--- config.mk ---
export PLATFORM = sky130hd
export DESIGN_NAME = keypad_scanner
export DESIGN_NICKNAME = d
export VERILOG_FILES = /design/src/rtl/keypad_scanner.sv
export SDC_FILE = /design/constraint.sdc
export NUM_CORES = 1
export LEC_CHECK = 0
export ABC_CLOCK_PERIOD_IN_PS = 2770
export BUFFER_PORTS_ARGS = -buffer_cell sky130_fd_sc_hd__buf_2
export CAP_MARGIN = 20
export CORE_MARGIN = 5
export CORE_UTILIZATION = 32
export DETAILED_ROUTE_END_ITERATION = 12
export PLACE_DENSITY = 0.53
export REMOVE_ABC_BUFFERS = 1
export SLEW_MARGIN = 20
export SYNTH_ARGS = -nofsm -noshare
export SYNTH_HDL_FRONTEND = slang
export SYNTH_SLANG_ARGS = --single-unit
--- constraint.sdc ---
create_clock -name clk -period 2.77 [get_ports clk]
set_clock_uncertainty 0.05 [all_clocks]
set_input_delay 0.277 -clock clk [delete_from_list [all_inputs] [get_ports clk]]
set_output_delay 0.277 -clock clk [all_outputs]
set_load 0.005 [all_outputs]
--- src/rtl/keypad_scanner.sv ---
// 4x4 matrix keypad scanner: rotates a single active-low row drive, samples the
// synchronized columns, debounces a single key press/release and reports it.
module keypad_scanner #(
  parameter int unsigned SCAN_DWELL = 4,
  parameter int unsigned DEBOUNCE   = 8
) (
  input  logic       clk,
  input  logic       rst_n,
  input  logic [3:0] col_n_in,
  output logic [3:0] row_n,
  output logic [3:0] row_onehot,
  output logic [3:0] col_onehot,
  output logic       key_valid,
  output logic       key_strobe
);

  localparam int unsigned DW_W = $clog2(SCAN_DWELL);
  localparam int unsigned DB_W = $clog2(DEBOUNCE);
  localparam logic [DW_W-1:0] DWELL_LAST = DW_W'(SCAN_DWELL - 1);
  localparam logic [DB_W-1:0] DEB_LAST   = DB_W'(DEBOUNCE - 1);

  typedef enum logic [1:0] {
    ST_SCAN,
    ST_DEBOUNCE,
    ST_HELD,
    ST_RELEASE
  } state_t;

  state_t          state, state_d;
  logic [1:0]      row_idx, row_idx_d;
  logic [DW_W-1:0] dwell_cnt, dwell_cnt_d;
  logic [DB_W-1:0] deb_cnt, deb_cnt_d;
  logic [1:0]      key_row, key_row_d;
  logic [3:0]      key_col, key_col_d;
  logic [3:0]      row_onehot_d, col_onehot_d;
  logic            key_valid_d, key_strobe_d;

  logic [3:0] col_meta, col_s;
  logic       single_col;
  logic       key_closed;

  // Inverted ahead of the flops so a cleared synchronizer means "no key closed".
  always_ff @(posedge clk or negedge rst_n) begin
    if (!rst_n) begin
      col_meta <= '0;
      col_s    <= '0;
    end else begin
      col_meta <= ~col_n_in;
      col_s    <= col_meta;
    end
  end

  assign row_n      = ~(4'b0001 << row_idx);
  assign single_col = (col_s != 4'b0000) && ((col_s & (col_s - 4'd1)) == 4'b0000);
  assign key_closed = |(col_s & key_col);

  always_ff @(posedge clk or negedge rst_n) begin
    if (!rst_n) begin
      state      <= ST_SCAN;
      row_idx    <= '0;
      dwell_cnt  <= '0;
      deb_cnt    <= '0;
      key_row    <= '0;
      key_col    <= '0;
      row_onehot <= '0;
      col_onehot <= '0;
      key_valid  <= 1'b0;
      key_strobe <= 1'b0;
    end else begin
      state      <= state_d;
      row_idx    <= row_idx_d;
      dwell_cnt  <= dwell_cnt_d;
      deb_cnt    <= deb_cnt_d;
      key_row    <= key_row_d;
      key_col    <= key_col_d;
      row_onehot <= row_onehot_d;
      col_onehot <= col_onehot_d;
      key_valid  <= key_valid_d;
      key_strobe <= key_strobe_d;
    end
  end

  always_comb begin
    state_d      = state;
    row_idx_d    = row_idx;
    dwell_cnt_d  = dwell_cnt;
    deb_cnt_d    = deb_cnt;
    key_row_d    = key_row;
    key_col_d    = key_col;
    row_onehot_d = row_onehot;
    col_onehot_d = col_onehot;
    key_valid_d  = key_valid;
    key_strobe_d = 1'b0;

    case (state)
      ST_SCAN: begin
        if (dwell_cnt == DWELL_LAST) begin
          dwell_cnt_d = '0;
          if (single_col) begin
            state_d   = ST_DEBOUNCE;
            key_row_d = row_idx;
            key_col_d = col_s;
            deb_cnt_d = '0;
          end else begin
            row_idx_d = row_idx + 2'd1;
          end
        end else begin
          dwell_cnt_d = dwell_cnt + 1'b1;
        end
      end

      ST_DEBOUNCE: begin
        if (col_s == key_col) begin
          if (deb_cnt == DEB_LAST) begin
            state_d      = ST_HELD;
            row_onehot_d = 4'b0001 << key_row;
            col_onehot_d = key_col;
            key_valid_d  = 1'b1;
            key_strobe_d = 1'b1;
          end else begin
            deb_cnt_d = deb_cnt + 1'b1;
          end
        end else begin
          state_d     = ST_SCAN;
          row_idx_d   = row_idx + 2'd1;
          dwell_cnt_d = '0;
        end
      end

      ST_HELD: begin
        if (!key_closed) begin
          state_d   = ST_RELEASE;
          deb_cnt_d = '0;
        end
      end

      ST_RELEASE: begin
        if (!key_closed) begin
          if (deb_cnt == DEB_LAST) begin
            state_d      = ST_SCAN;
            row_idx_d    = key_row + 2'd1;
            dwell_cnt_d  = '0;
            row_onehot_d = '0;
            col_onehot_d = '0;
            key_valid_d  = 1'b0;
          end else begin
            deb_cnt_d = deb_cnt + 1'b1;
          end
        end else begin
          state_d = ST_HELD;
        end
      end

      default: state_d = ST_SCAN;
    endcase
  end

endmodule
After elaboration in Yosys (flattened, before gate mapping)
Cells that the tools add are included.

storage, ports and cells
  bits in registers = 33
  input port bits = 6

operators by class
  add/subtract/negate cells = 5
  eq/ne operators = 17
  shift operators = 2
  multiplexer cells = 41
  bitwise operators = 4
  reduce and logical (&&, ||, !) cells = 13

operators by type and width
  kind                                                                count
  2-bit 2-to-1 mux                                                    15
  4-bit 2-to-1 mux                                                    6
  3-bit 2-to-1 mux                                                    6
  2-bit inequality test, second input constant                        9
  4-bit case mux with 2 select lines                                  2
  5-bit AND reduction                                                 3
  2-bit case mux with 3 select lines                                  2
  3-bit case mux with 4 select lines                                  1
  4-bit AND                                                           2
  4-bit inverter                                                      2
  2-bit case mux with 4 select lines                                  1
  1-bit by 2-bit left shift with 4-bit output, first input constant   2
  1-bit 2-to-1 mux                                                    7
  2-bit by 1-bit adder with 2-bit output, second input constant       3
  2-bit == test, second input constant                                3
  3-bit inequality test, second input constant                        2
  6-bit AND reduction                                                 1
  4-bit == test                                                       1
  4-bit zero test                                                     1
  4-bit AND reduction                                                 1
  4-bit nonzero test                                                  1
  4-bit OR reduction                                                  1
  4-bit by 1-bit subtractor with 4-bit output, second input constant  1
  3-bit by 1-bit adder with 3-bit output, second input constant       1
  8 further kinds                                                     8

Depth between registers and ports, before layout
Gate-level depths: netlist (run 1).

  depth after elaboration = 7
  gate-level depth with buffers = 7

Least setup slack after synthesis (run 1)
OpenSTA, ideal clock, no wires.

  path type = flip-flop to flip-flop
  start = reg col_s[1]
  end = reg row_idx[1]
  arrival time = 1.856 ns
  data required time = 2.652 ns
  setup slack = 0.795 ns
  stages on the path, launching flop included = 7
  buffers on the path = 0
  clock period less this slack = 1.975 ns
  cells stage by stage = dfrtp_1 -> ha_1 -> nor4_4 -> nand2_1 -> a221o_1 -> or3_1 -> nand3_1

between the ends
  word-level cells in the longest chain between the ends = 6
  elaborated cells between the ends (all ways) = 12

RTL lines
  element                                      line  text
  from (decl)                                  38    logic [3:0] col_meta, col_s;
  from (signal assigned)                       49    col_s <= col_meta;
  4-bit by 1-bit subtractor with 4-bit output  54    assign single_col = (col_s != 4'b0000) && ((col_s & (col_s - 4'd1)) == 4'b0000);
  4-bit AND                                    54
  4-bit zero test                              54
  1-bit logical AND                            54
  2-bit inequality test (no line)              --
  6-bit AND reduction (no line) *              --
  to (signal assigned)                         71    row_idx <= row_idx_d;
  to (decl)                                    30    logic [1:0] row_idx, row_idx_d;

Every way passes the cells marked *; elsewhere a longest branch is shown, timed or not.
A chain may end at the register's enable or synchronous reset.

Worst setup path in the final report (run 1)
  start = reg col_s[1]
  end = reg row_onehot[3]

between the ends
  word-level cells in the longest chain between the ends = 4
  elaborated cells between the ends (all ways) = 6

RTL lines
  element                          line  text
  4-bit AND                        55    assign key_closed = |(col_s & key_col);
  4-bit OR reduction               55
  2-bit inequality test (no line)  --
  5-bit AND reduction (no line) *  --
  to (signal assigned)             76    row_onehot <= row_onehot_d;
  to (decl)                        11    output logic [3:0] row_onehot,

Marks and branches as above.

==> metrics.txt, run 1 <==
DIE HEIGHT=81.0 um; Die Area=6560 sq um; area delta synth->final=15.7%; worst path required time=2890 ps; RSZ-0062 raised after global routing=no; Worst Setup Start Kind=flip-flop; Vias/cell=4.80; Core Region=4820 sq um; CTS root buffer=clkbuf_8; worst r2r dst=row_onehot[3]$_DFFE_PN0P_; CP max stage delay=440 ps; Clock Latency Late Sink=280 ps; Least-Margin Pin Slew=723 ps; Worst-path clk slew=70 ps; initial DRC count=48; critical register-to-register path startpoint=col_s[1]$_DFF_PN0_; CP max-delay cell=nor4_1; ANT cells=0; Reg2Reg Depth=6; Synth top area share=51.2%; VDD IR max=306 uV; FF-to-FF setup slack=330 ps; crit path DAT=2560 ps; share of cells above drive strength 1=22.8%; Avg Inst Size Synth=11.0 sq um; count leader, synth=dfrtp_1; Final setup viols=0; CTS tree=yes; Post-synth top cells=33 x dfrtp_1, 16 x o21ai_0, 14 x inv_1; I/O Buffers=19; Synth Cell Area=1610 sq um; Period minus WS final=2440 ps; Hold Buf Count CTS=0; row count=25; Tcrit/Tclk final=88.2%; status=finished, violations left; synth top area cells=dfrtp_1 51%, ha_1 8.5%, mux2_2 5.6%; CP Capture Type=flip-flop; first-pass GRT wire length=5460 um; Worst slew margin=51.8%; asr flop ratio synth=100%; Synth area leader=dfrtp_1; Main synth FF type=dfrtp_1; maxcap violations=0; GPL Wtd Cong=0.665; Largest delay share family, worst path=simple AND/OR/NAND/NOR gates; HP Class=in2async; post-CTS setup buffer count=0; Syn Inst Count=147; Wirelength per Cell=12.6 um; pin count of the biggest net entering global routing=34; Initial Util=33.5%; Cell Chain, Critical Path=ha_1 > nor4_1 > nand2b_1 > nand2_1 > nor2_1 > mux2_2; HPWL after detailed placement=2340 um; Vias=1142; CP max FO=11; Lkg Pwr=0.904 nW; initial antenna violation count=0; yosys warns=0; Max Freq=0.409 GHz; I/O pin total=20; Fin Setup TNS=0 ps; Cell Pwr Density=886 nW/um^2; kind of critical path=reg2reg; DRC=0; Remaining Overflow, GRT=0; synthesis-stage register bit count=33; Max clock buf depth=2; total clock sinks=33; hold_ws=-3.23 ps; failing checks=hold timing; Buf/Inv on CP=0; H-tree levels=2; distinct cell type count after synthesis=36; Slew Limit Fails=0; final WL=3000 um; Die Wd=81.0 um; GR Util All Layers=10.9%; NumNets Final=187; post-CTS sizing=0; Post-synth EDFFs=0; Detail Route Antenna Nets=0; register area share after synthesis=51.2%; vias in the first global route=1206; Num CTS Buffers=5; Final Hold Fails=5; drt pass-1 iters=4
==> stage by stage <==
stage	worst slack, ps	area, sq um	std cells	utilization [%]	total power, W
after floorplan	693	1600	144	-	0.00114
after global placement	455	1780	230	37.0	0.00129
after detailed placement	333	1780	230	37.0	0.00132
after CTS	328	1870	238	38.8	0.00168
after global routing	157	1870	238	38.8	0.00180
final	327	1870	238	38.8	0.00165
==> state kept, by name (all words and copies together), names as in the netlist <==
register and cells:
row_onehot 4, col_meta 4, deb_cnt 3, row_idx 2
key_valid 1, key_col 4, col_s 4, col_onehot 4
dwell_cnt 2, state 2, key_row 2, key_strobe 1
==> power breakdown <==
part	total [W]	switching (W)	internal [W]
Sequential	0.000681	0.0000904	0.000591
Clock	0.000346	0.000173	0.000173
Combinational	0.000627	0.000351	0.000276
Total	0.00165	0.000614	0.00104
==> cells in the final DEF, fill, tap and decap left out, types with 2 or more instances in the layout <==
| cell type | Yosys | layout |
|---|---|---|
| dfrtp_1 | 33 | 33 |
| buf_2 | 0 | 19 |
| o21ai_0 | 16 | 16 |
| inv_1 | 14 | 14 |
| nand2_1 | 13 | 13 |
| ha_1 | 11 | 11 |
| mux2_2 | 8 | 8 |
| nor2_1 | 6 | 6 |
| clkbuf_8 | 0 | 5 |
| o41ai_1 | 4 | 4 |
| nand2b_1 | 3 | 3 |
| mux2i_1 | 3 | 3 |
| o31ai_1 | 3 | 3 |
| or2_2 | 2 | 2 |
| xor2_1 | 2 | 2 |
| nand3_1 | 2 | 2 |
| nand3b_1 | 2 | 2 |
| a22o_1 | 2 | 2 |
| nor3b_1 | 2 | 2 |
| clkinv_2 | 0 | 2 |
==> worst max path at each step <==
stage,depth (start not counted),to,startpoint
4_1_cts,6,row_onehot[3]$_DFFE_PN0P_,col_s[1]$_DFF_PN0_
2_1_floorplan,6,row_onehot[0]$_DFFE_PN0P_,col_s[1]$_DFF_PN0_
6_report,6,row_onehot[3]$_DFFE_PN0P_,col_s[1]$_DFF_PN0_
3_5_place_dp,6,row_onehot[3]$_DFFE_PN0P_,col_s[1]$_DFF_PN0_
5_1_grt,6,row_onehot[3]$_DFFE_PN0P_,col_s[1]$_DFF_PN0_
3_3_place_gp,6,row_onehot[2]$_DFFE_PN0P_,col_s[1]$_DFF_PN0_
==> kinds of logic after synthesis <==
group / after synthesis / share of synthesized area [%]
AND/OR/NAND/NOR: 40 / 14.1
AO/OA/AOI/OAI: 33 / 13.7
flip-flops: 33 / 51.2
buffers and inverters: 17 / 3.96
multiplexers: 11 / 7.45
adder cells (fa/ha/maj): 11 / 8.53
XOR/XNOR: 2 / 1.09
==> per-layer routing <==
layer	wire length (um)	track usage, %	vias to the layer above
li1	-	-	569
met1	1330	13.0	544
met2	1460	18.1	22
met3	159	3.33	7
met4	51	4.56	0
met5	0	0	-
==> layout make-up <==
cell class                 instances  area, sq um
timing repair buffer              19         95.1
clock buffer                       5         68.8
tap                               67         83.8
clock inverter                     3         17.5
inverter                          14         52.6
sequential                        33          826
fill                             493         2950
multi-input combinational         97          723
==> worst reg2reg max path: cells and delay by family (launching register included) <==
kind | cells | cell delay (ps)
and+or+nand+nor | 4 | 1190
DFF | 1 | 430
adders and majority gates | 1 | 290
muxes | 1 | 380
No activity file was read; power rests on OpenSTA's default activity.
==> run 2, diff against run 1 <==
- ABC_CLOCK_PERIOD_IN_PS: 2770 -> 2400
- CORE_ASPECT_RATIO: unset -> 1.2
- clock period: 2.77 -> 2.4 ns (I/O delays scaled with it)
==> metrics.txt, run 2 (synthesis gave the netlist of run 1 again) <==
worst path required time=2520 ps; met1 Usage GRT=12.1%; GPL Wtd Cong=0.822; NumNets Final=191; HP Class=in2reg; Remaining Overflow, GRT=0; Lkg Pwr=0.934 nW; GR peak layer=met2; Die Area=6570 sq um; kind of critical path=reg2reg; Least-Margin Pin Slew=716 ps; Cell Pwr Density=1060 nW/um^2; Die Wd=74.8 um; Wirelength per Cell=13.0 um; row count=28; pre-CTS setup slack=153 ps; most common cell after layout, fill and taps aside=dfrtp_1; dpl cells=226; ANT cells=0; HPWL after detailed placement=2320 um; H-tree levels=2; status=finished clean; initial antenna violation count=0; Vias=1141; share of cells above drive strength 1=24.6%; Worst-path clk slew=70 ps; Num CTS Buffers=5; RSZ-0062 raised after global routing=no; GR Util All Layers=10.9%; post-route setup slack=246 ps; CP max FO=5; Detail Route Antenna Nets=0; maxcap violations=0; Worst slew margin=52.3%; most frequent cells in the layout=33 x dfrtp_1, 19 x buf_2, 16 x o21ai_0; I/O Buffers=19; Worst Setup Start Kind=flip-flop; Clock Latency Late Sink=290 ps; area of the multi-input gates=726 sq um; pin count of the biggest net entering global routing=34; DRC=0; Core Region=4900 sq um; Final setup viols=0; grt met2 use=18.9%; total clock sinks=33; DIE HEIGHT=87.8 um; Period minus WS final=2150 ps; CP Capture Type=flip-flop; Initial Util=32.9%; area delta synth->final=19.2%; Tcrit/Tclk final=89.7%; vias in the first global route=1213; CTS root buffer=clkbuf_8; filler instances=498; post-CTS setup buffer count=0; drt pass-1 iters=3; Vias/cell=4.86; Final Hold Fails=0; crit path DAT=2280 ps; CTS tree=yes; Max clock buf depth=2; Slew Limit Fails=0; initial DRC count=17; fin cells=235; GR Util met3=3.44%; Fin Setup TNS=0 ps; final WL=3050 um; first-pass GRT wire length=5380 um; I/O pin total=20; Tot Pwr=0.00204 W; Layout Utilization=39.2%; Max Freq=0.464 GHz; VDD IR max=465 uV; Register Area=826 sq um
-- run 2: changes by cell type in the layout (fill, tap and decap cells not counted), sizes merged --
cell	delta
buf	+3
bufinv	+1
clkinv	-1
dlygate4sd3	+1
-- run 2: metrics by stage --
step	instance area, sq um	hold slack [ps]
after global placement	1790	284
after CTS	1920	19.8
after global routing	1920	17.7
final	1920	30.3
after detailed placement	1790	286
after floorplan	1600	-106
-- run 2: repair_timing --
| item | CTS | global route |
|---|---|---|
| setup endpoints to repair | 0 | 1 |
| hold buffers | 1 | 0 |
| hold endpoints to repair | 33 | 0 |
| gates resized for setup | 0 | 1 |
-- run 2: final timing paths --
path | to | slack, ps | from | cells past startpoint
min | col_meta[1]$_DFF_PN0_ | 30 | col_n_in[1] | 2
min reg2reg | col_s[2]$_DFF_PN0_ | 300 | col_meta[2]$_DFF_PN0_ | 0
min in group asynchronous | key_valid$_DFFE_PN0P_ | 480 | rst_n | 2
max in group asynchronous | row_onehot[0]$_DFFE_PN0P_ | 1350 | rst_n | 2
max reg2reg | row_onehot[2]$_DFFE_PN0P_ | 250 | col_s[1]$_DFF_PN0_ | 6
max | row_onehot[2]$_DFFE_PN0P_ | 250 | col_s[1]$_DFF_PN0_ | 6
-- run 2: layer usage --
| metal | up-vias | wire [um] |
|---|---|---|
| li1 | 576 | - |
| met1 | 542 | 1300 |
| met2 | 17 | 1570 |
| met3 | 6 | 126 |
| met4 | 0 | 61 |
| met5 | - | 0 |
-- run 2: area by class of cell --
cell class	instances	share of cell area (%)
sequential	33	43.0
clock buffer	5	3.58
tap	60	3.91
multi-input combinational	97	37.8
clock inverter	3	2.41
inverter	14	2.73
timing repair buffer	23	6.64
-- run 2: where the power goes --
group	internal (W)	total, W	leakage (nW)	switching, W
clock	0.000310	0.000526	0.0543	0.000215
combinational	0.000333	0.000732	0.454	0.000399
sequential	0.000681	0.000787	0.426	0.000105
-- run 2: critical path: stages (launching register included) --
cell	delay [ps]
dfrtp_1	420
ha_1	280
nor4_1	430
nand2b_1	180
nand2_1	80
nor2_2	220
mux2_2	370
==> run 3, diff against run 2 <==
- CTS_BUF_LIST: unset -> sky130_fd_sc_hd__clkbuf_16
==> metrics.txt, run 3 (synthesis gave the netlist of run 1 again) <==
GPL Wtd Cong=0.822; Clock power frac=32.2%; Final Hold Fails=33; Period minus WS final=2240 ps; critical register-to-register path startpoint=col_s[1]$_DFF_PN0_; VDD IR max=470 uV; post-CTS sizing=0; register share of total power=35.2%; Vias/cell=4.85; Max clock buf depth=2; Slew Limit Fails=0; GR Util All Layers=10.8%; NumNets Final=190; Least-Margin Pin Slew=722 ps; failing checks=hold timing; Hold Buf Count CTS=0; most frequent cells in the layout=33 x dfrtp_1, 19 x buf_2, 16 x o21ai_0; crit path DAT=2350 ps; Die Area=6570 sq um; Worst-path clk slew=50 ps; drt pass-1 iters=3; initial DRC count=19; P_int=0.00150 W; Max Freq=0.447 GHz; most common cell after layout, fill and taps aside=dfrtp_1; pin count of the biggest net entering global routing=34; RSZ-0062 raised after global routing=no; post-CTS setup buffer count=0; CP Capture Type=flip-flop; Reg2Reg Depth=6; Vias=1134; kind of critical path=reg2reg; worst r2r dst=row_onehot[2]$_DFFE_PN0P_; status=finished, violations left; Cell Area, Placed=1790 sq um; Num CTS Buffers=5; FF-to-FF setup slack=160 ps; Final setup viols=0; Layout Utilization=40.1%; Lkg Pwr=0.955 nW; initial antenna violation count=0; Initial Util=32.9%; I/O Buffers=19; HP Class=in2async; DRC=0; row count=28; Logic pwr share=32.6%; worst path required time=2510 ps; Remaining Overflow, GRT=0; HPWL after detailed placement=2320 um; Die Wd=74.8 um; CTS root buffer=clkbuf_16; Wirelength per Cell=13.0 um; area delta synth->final=21.9%; Core Region=4900 sq um; Fin Setup TNS=0 ps; total clock sinks=33; Net Sw Frac=32.8%; Worst slew margin=51.9%; Sw Pwr=0.000736 W; DIE HEIGHT=87.8 um; Worst Setup Start Kind=flip-flop; Cell Pwr Density=1140 nW/um^2; Clock Latency Late Sink=280 ps; maxcap violations=0; crit path launch=col_s[1]$_DFF_PN0_; CTS tree=yes; vias in the first global route=1214; final WL=3040 um; ANT cells=0; filler instances=494; share of cells above drive strength 1=24.1%; H-tree levels=2; first-pass GRT wire length=5350 um; fin area=1970 sq um; I/O pin total=20; Tot Pwr=0.00224 W; hold_ws=-32.7 ps; Detail Route Antenna Nets=0; CP max FO=5; Tcrit/Tclk final=93.3%
==> run 3: changes by cell type in the layout (fill, tap and decap cells not counted), sizes merged <==
cell / before / now
dlygate4sd3: 1 / 0
==> run 3: routing by layer <==
metal  global-route usage (%)  wire [um]  up-vias
li1                         -          -      576
met4                     5.34         62        0
met1                     12.6       1290      536
met5                        0          0        -
met2                     18.5       1580       16
met3                     2.41        113        6
==> run 3: worst max-delay path by stage <==
| stage | end | cells after the start |
|---|---|---|
| 2_1_floorplan | row_onehot[0]$_DFFE_PN0P_ | 6 |
| 3_3_place_gp | row_onehot[2]$_DFFE_PN0P_ | 5 |
| 3_5_place_dp | row_onehot[2]$_DFFE_PN0P_ | 6 |
| 4_1_cts | row_onehot[2]$_DFFE_PN0P_ | 6 |
| 5_1_grt | row_onehot[2]$_DFFE_PN0P_ | 6 |
| 6_report | row_onehot[2]$_DFFE_PN0P_ | 6 |
==> run 3: layout make-up <==
type | instances | area [sq um] | share of cell area (%)
Clock buffer | 5 | 125 | 6.37
Clock inverter | 3 | 46.3 | 2.36
Inverter | 14 | 52.6 | 2.67
Multi-Input combinational cell | 97 | 723 | 36.8
Sequential cell | 33 | 826 | 42.0
Tap cell | 60 | 75.1 | 3.82
Timing Repair Buffer | 22 | 118 | 5.98
==> run 3: power by group through the flow <==
stage	Sequential [W]	Clock [W]	Combinational [W]
floorplan	0.000769	0	0.000542
global placement	0.000791	0	0.000720
detailed placement	0.000799	0	0.000741
CTS	0.000790	0.000742	0.000749
global route	0.000808	0.000755	0.000855
finish	0.000788	0.000721	0.000730
==> run 3: metrics by stage <==
step | std cells | setup WS (ps)
after floorplan | 144 | 323
after global placement | 226 | 287
after detailed placement | 226 | 153
after CTS | 234 | 140
after global routing | 234 | 4.34
final | 234 | 160
==> run 3: critical path, stage by stage, from the launching register on <==
cell,delay [ps]
dfrtp_1,420
ha_1,280
nor4_1,420
nand2b_1,180
nand2_1,70
nor2_1,310
mux2_2,390
